$ cat src/rtl/mii_tx_arbiter.sv
// Two-port MII transmit arbiter: PHY reset hold, preamble/SFD, nibble serialisation, IFG.
// Define ARB_FIXED_PRIO_EN for fixed port-0 priority instead of round robin.
module mii_tx_arbiter #(
  parameter int PHY_RST_CYCLES = 250000,
  parameter int IFG_NIBBLES    = 24,
  parameter int MAX_BYTES      = 1518
) (
  input  logic       clk,
  input  logic       rst,
  input  logic [1:0] req,
  input  logic [7:0] data0,
  input  logic [7:0] data1,
  input  logic       last0,
  input  logic       last1,
  output logic [1:0] gnt,
  output logic [1:0] rd,
  output logic       busy,
  output logic       abort,
  output logic       phy_ready,
  output logic       ETH_TX_EN,
  output logic [3:0] ETH_TX_DATA,
  output logic       ETH_RST_N
);
  localparam int PRE_NIBBLES = 16;
  localparam int CNT_A   = (PHY_RST_CYCLES > IFG_NIBBLES) ? PHY_RST_CYCLES : IFG_NIBBLES;
  localparam int CNT_MAX = (CNT_A > PRE_NIBBLES) ? CNT_A : PRE_NIBBLES;
  localparam int CW      = $clog2(CNT_MAX + 1);
  localparam int BW      = $clog2(MAX_BYTES + 2);

  typedef enum logic [2:0] {
    S_PHY_RST, S_IDLE, S_PRE, S_DLO, S_DHI, S_ABORT, S_IFG
  } state_e;

  state_e          state_q, state_d;
  logic [CW-1:0]   cnt_q, cnt_d;
  logic [BW-1:0]   byte_cnt_q, byte_cnt_d;
  logic [3:0]      hi_q, hi_d;
  logic            last_q, last_d;
  logic            sel_q, sel_d;
  logic            phy_ready_q, phy_ready_d;
  logic            tx_en_q, tx_en_d;
  logic [3:0]      tx_data_q, tx_data_d;
  logic            win;
  logic [7:0]      cur_byte;
  logic            cur_last;

  assign cur_byte = sel_q ? data1 : data0;
  assign cur_last = sel_q ? last1 : last0;

`ifdef ARB_FIXED_PRIO_EN
  assign win = ~req[0];
`else
  logic rr_ptr_q, rr_ptr_d;
  // Pointer only matters on a tie; a lone requester always wins.
  assign win = (req == 2'b11) ? rr_ptr_q : req[1];
`endif

  always_ff @(posedge clk) begin
    if (!rst) state_q <= S_PHY_RST;
    else      state_q <= state_d;
  end

  always_ff @(posedge clk) begin
    if (!rst) begin
      cnt_q       <= '0;
      byte_cnt_q  <= '0;
      hi_q        <= '0;
      last_q      <= 1'b0;
      sel_q       <= 1'b0;
      phy_ready_q <= 1'b0;
      tx_en_q     <= 1'b0;
      tx_data_q   <= '0;
`ifndef ARB_FIXED_PRIO_EN
      rr_ptr_q    <= 1'b0;
`endif
    end else begin
      cnt_q       <= cnt_d;
      byte_cnt_q  <= byte_cnt_d;
      hi_q        <= hi_d;
      last_q      <= last_d;
      sel_q       <= sel_d;
      phy_ready_q <= phy_ready_d;
      tx_en_q     <= tx_en_d;
      tx_data_q   <= tx_data_d;
`ifndef ARB_FIXED_PRIO_EN
      rr_ptr_q    <= rr_ptr_d;
`endif
    end
  end

  always_comb begin
    state_d     = state_q;
    cnt_d       = cnt_q;
    byte_cnt_d  = byte_cnt_q;
    hi_d        = hi_q;
    last_d      = last_q;
    sel_d       = sel_q;
    phy_ready_d = phy_ready_q;
`ifndef ARB_FIXED_PRIO_EN
    rr_ptr_d    = rr_ptr_q;
`endif
    case (state_q)
      S_PHY_RST: begin
        if (cnt_q == CW'(PHY_RST_CYCLES - 1)) begin
          state_d     = S_IDLE;
          cnt_d       = '0;
          phy_ready_d = 1'b1;
        end else begin
          cnt_d = cnt_q + CW'(1);
        end
      end
      S_IDLE: begin
        if (req != 2'b00) begin
          sel_d   = win;
`ifndef ARB_FIXED_PRIO_EN
          rr_ptr_d = ~win;
`endif
          cnt_d   = '0;
          state_d = S_PRE;
        end
      end
      S_PRE: begin
        byte_cnt_d = '0;
        if (cnt_q == CW'(PRE_NIBBLES - 1)) begin
          cnt_d   = '0;
          state_d = S_DLO;
        end else begin
          cnt_d = cnt_q + CW'(1);
        end
      end
      S_DLO: begin
        hi_d    = cur_byte[7:4];
        last_d  = cur_last;
        state_d = S_DHI;
      end
      S_DHI: begin
        byte_cnt_d = byte_cnt_q + BW'(1);
        cnt_d      = '0;
        if (last_q)                                  state_d = S_IFG;
        else if (byte_cnt_q == BW'(MAX_BYTES - 1))   state_d = S_ABORT;
        else                                         state_d = S_DLO;
      end
      S_ABORT: begin
        cnt_d   = '0;
        state_d = S_IFG;
      end
      S_IFG: begin
        // The IDLE cycle that follows is the last gap nibble, so stop one short.
        if (cnt_q >= CW'(IFG_NIBBLES - 2)) state_d = S_IDLE;
        else                               cnt_d   = cnt_q + CW'(1);
      end
      default: state_d = S_PHY_RST;
    endcase
  end

  always_comb begin
    gnt       = 2'b00;
    rd        = 2'b00;
    abort     = 1'b0;
    busy      = (state_q != S_IDLE);
    tx_en_d   = 1'b0;
    tx_data_d = 4'h0;
    case (state_q)
      S_PRE: begin
        gnt[sel_q] = 1'b1;
        tx_en_d    = 1'b1;
        tx_data_d  = (cnt_q == CW'(PRE_NIBBLES - 1)) ? 4'hD : 4'h5;
      end
      S_DLO: begin
        gnt[sel_q] = 1'b1;
        tx_en_d    = 1'b1;
        tx_data_d  = cur_byte[3:0];
      end
      S_DHI: begin
        gnt[sel_q] = 1'b1;
        rd[sel_q]  = 1'b1;
        tx_en_d    = 1'b1;
        tx_data_d  = hi_q;
      end
      S_ABORT: begin
        gnt[sel_q] = 1'b1;
        abort      = 1'b1;
      end
      default: ;
    endcase
  end

  assign phy_ready   = phy_ready_q;
  assign ETH_RST_N   = phy_ready_q;
  assign ETH_TX_EN   = tx_en_q;
  assign ETH_TX_DATA = tx_data_q;
endmodule

$ cat config.mk
export PLATFORM = sky130hd
export DESIGN_NAME = mii_tx_arbiter
export DESIGN_NICKNAME = d
export VERILOG_FILES = /design/src/rtl/mii_tx_arbiter.sv
export SDC_FILE = /design/constraint.sdc
export NUM_CORES = 1
export LEC_CHECK = 0
export ABC_AREA = 1
export CORE_MARGIN = 4
export CORE_UTILIZATION = 36
export DETAILED_ROUTE_END_ITERATION = 16
export MAX_ROUTING_LAYER = met4
export SLEW_MARGIN = 15
export SYNTH_ARGS = -nofsm -noshare
export SYNTH_HDL_FRONTEND = slang
export SYNTH_SLANG_ARGS = --single-unit
export TNS_END_PERCENT = 20
$ cat constraint.sdc
create_clock -name clk -period 2.22 [get_ports clk]
set_input_delay 0.444 -clock clk [delete_from_list [all_inputs] [get_ports clk]]
set_output_delay 0.444 -clock clk [all_outputs]
set_load 0.01 [all_outputs]
==> flow_summary.ini <==
[power]
power_density_nw_per_um2 = 774.6
ir_worst_vdd_v = 0.0003522
cellLeakagePower_nw = 1.423

[logic_synthesis]
synth_xor_area_share_pct = 2.224
ys_ff_latch = 45
netlist_instances = 434
yosysWarnings = 0
synth_nets = 460
synth-compound-area-share_pct = 16.84
netlist_area_um2 = 2756
syn_area_per_cell_um2 = 6.351
yosysUniqueCellTypes = 35
synth-seq-area-share_pct = 32.68
yosys.area_share.simple_pct = 35.09
synth-adder-area-share_pct = 1.816
synth_mux_area_share_pct = 0
synth_top_family_by_area = simple AND/OR/NAND/NOR gates

[sta]
finalCriticalPeriod_ns = 2.100
slew_headroom_pct = 64.05
holdWs_ns = 0.4652
skew_ns = 0.008832
setup_tns_ns = 0
worst_pin_slew_ns = 0.5380
worst_slack_ns = 0.1198
slew_violations = 0
max_clock_freq_mhz = 476.1
rsz0062_at_grt = false
min_period_over_period_pct = 94.60
finalHoldViolCount = 0
finalSetupViolations = 0

[clock_network]
clk_pin_slew_worst_paths_ns = 0.09
htree_levels = 2
cts_buffers = 5
cts.path.max_buffers = 2
postCtsHoldBufs = 0
postCtsSetupRepairBufs = 0
root_buffer = clkbuf_8
clkLatencyLatePin_ns = 0.30
cts_tree = yes
cts_sinks = 45

[finish]
seq_area_um2 = 910.9
final_cell_mix = nand2_1 (123), inv_1 (57), nor2_1 (52), dfxtp_1 (41), clkdlybuf4s50_1 (32)
fin_area_um2 = 3294
nFillCells = 780
multi_input_area_um2 = 1550
final_nets = 494
n_antenna_cell = 0
final_common_cell = nand2_1
drive_gt1_share_pct = 12.15
fin_cells = 568
syn2layout_area_growth_pct = 19.52

[setup_path]
crit_required_ns = 1.78
cp_max_fo = 7
r2r_slack_ns = 0.34
endpoint = rd[0]
endpoint_kind = primary output
worstSetupStartpointType = flop
critPathLaunch = state_q[2]$_SDFFE_PN0P_
timing.rr.end = cnt_q[17]$_SDFFE_PN0P_
crit_type = flop to primary output
r2r-start = cnt_q[0]$_SDFFE_PN0P_
reg2reg_depth = 11
cp_data_arrival_time_ns = 1.66

[global_route]
grt_start_max_net_pins = 20
grt_pass1_vias = 2413
antenna_found_initial = 0
grt_remaining_overflow = 0
grt_first_pass_wirelength_mm = 10.76
grt_usage_pct = 15.06

[placement]
io_buffers = 34
dp.cells = 560
hpwl_mm = 4.704
place_ws_ns = 0.2046
place_congestion = 0.8747
placed_cell_area_um2 = 3186

[floorplanning]
start_util_pct = 37.60
rows = 31
core_area_um2 = 7331
dieArea_um2 = 9120
die_width_um = 95.50
pin_count = 35
dieHeight_um = 95.50

[drt]
ant_nets = 0
wl_per_cell_um = 11.24
drt-initial-drc-count = 82
firstDrtPassIters = 4
viasPerCell = 4.609
vias = 2618
wl_mm = 6.384
route.detailed.drc = 0

[run_status]
outcome = completed

[hold_path]
hp-class = flop to flop

[flow_run]
cap_violations = 0
==> per-layer routing <==
metal  routed length (µm)  part of all wire (%)  track usage, %  vias up
met5                    0                     0               -        -
met4                   65                   1.0           4.147        0
met3                  188                   2.9           2.841        4
met2                 2943                    46           25.13       38
met1                 3187                    50           18.62     1142
li1                     -                     -               -     1434
==> stage by stage <==
stage / total power, mW / utilization, %
2_1_floorplan: 1.776 / -
3_3_place_gp: 2.038 / 43.45
3_5_place_dp: 2.041 / 43.45
4_1_cts: 2.579 / 44.75
5_1_grt: 2.754 / 44.94
6_report: 2.552 / 44.94
==> synth_stat cells <==
cell type  count  area share, %
nand2_2       11            2.5
buf_4          5            1.4
nand3_2        2           0.73
o31ai_1        1           0.27
o22ai_1        1           0.23
o21bai_1       5            1.4
clkbuf_1       5           0.68
nand3b_1       1           0.27
o21ai_0       21            3.8
a211oi_1       2           0.54
nand2_1      124             17
buf_2          1           0.18
inv_1         57            7.8
a22o_1         2           0.64
or2_2          3           0.68
a31oi_1        6            1.4
nor2_2         3           0.68
a21oi_2       11            3.5
o21ai_1        1           0.18
nor2_1        54            7.4
nor3_2         1           0.36
buf_1          1           0.14
xor2_1         5            1.6
buf_6          2           0.82
nor3_1         7            1.3
ha_1           4            1.8
xnor2_1        2           0.64
a311oi_1       1           0.32
nor2_4         1           0.41
a21boi_0       1           0.27
inv_2          3           0.41
nand4_1        3           0.68
dfxtp_1       45             33
nand3_1       18            3.3
a21oi_1       24            4.4
==> kinds of logic (layout without fill, tap and decap cells) <==
group / Yosys count / in the layout
xor gates and xnor gates: 7 / 7
adders and majority gates: 4 / 4
buffers and inverters: 74 / 109
and+or+nand+nor: 228 / 228
AOI/OAI and AO/OA: 76 / 76
DFF: 45 / 45
==> worst min path at each step <==
stage | depth (start not counted) | end | slack (ns) | from
6_report | 2 | rr_ptr_q$_SDFFE_PN0P_ | 0.47 | rr_ptr_q$_SDFFE_PN0P_
2_1_floorplan | 2 | ETH_TX_DATA[1]$_SDFF_PN0_ | 0.44 | hi_q[1]$_SDFFE_PN0P_
5_1_grt | 2 | ETH_RST_N$_SDFFE_PN0P_ | 0.49 | ETH_RST_N$_SDFFE_PN0P_
3_5_place_dp | 2 | rr_ptr_q$_SDFFE_PN0P_ | 0.45 | rr_ptr_q$_SDFFE_PN0P_
4_1_cts | 2 | rr_ptr_q$_SDFFE_PN0P_ | 0.47 | rr_ptr_q$_SDFFE_PN0P_
3_3_place_gp | 2 | byte_cnt_q[10]$_SDFFE_PN0P_ | 0.45 | byte_cnt_q[10]$_SDFFE_PN0P_
==> worst max-delay path, stage by stage (launching register included) <==
cell             delay [ns]
dfxtp_4                0.38
inv_2                  0.07
nor2_2                 0.11
nand2_2                0.12
nor2_1                 0.11
clkdlybuf4s50_1        0.55
==> state kept, by name (all words and copies together), names as in the netlist <==
register and cells:
last_q 1, byte_cnt_q 11, state_q 3, ETH_TX_DATA 4, sel_q 1, cnt_q 18
ETH_RST_N 1, rr_ptr_q 1, ETH_TX_EN 1, hi_q 4
==> report_power, final <==
group          internal, mW  total, mW  switching [mW]  leakage, nW
combinational         0.372       1.04           0.671         1.01
sequential            0.896      0.989          0.0924        0.366
clock                 0.218      0.520           0.302       0.0439
total                  1.49       2.55            1.07         1.42
==> layout make-up <==
| cell class | instances | area share (%) |
|---|---|---|
| inverter | 60 | 6.836 |
| timing repair buffer | 41 | 12.08 |
| clock inverter | 3 | 0.5317 |
| sequential | 45 | 27.65 |
| tap | 99 | 3.760 |
| multi-input combinational | 315 | 47.06 |
| clock buffer | 5 | 2.089 |
==> timing repair <==
item	4_1_cts	5_1_grt
setup endpoints to repair	4	4
resized for setup	5	6
hold endpoints to repair	0	0
cloned	0	0
Note: power is estimated with default switching activity, not from simulation.
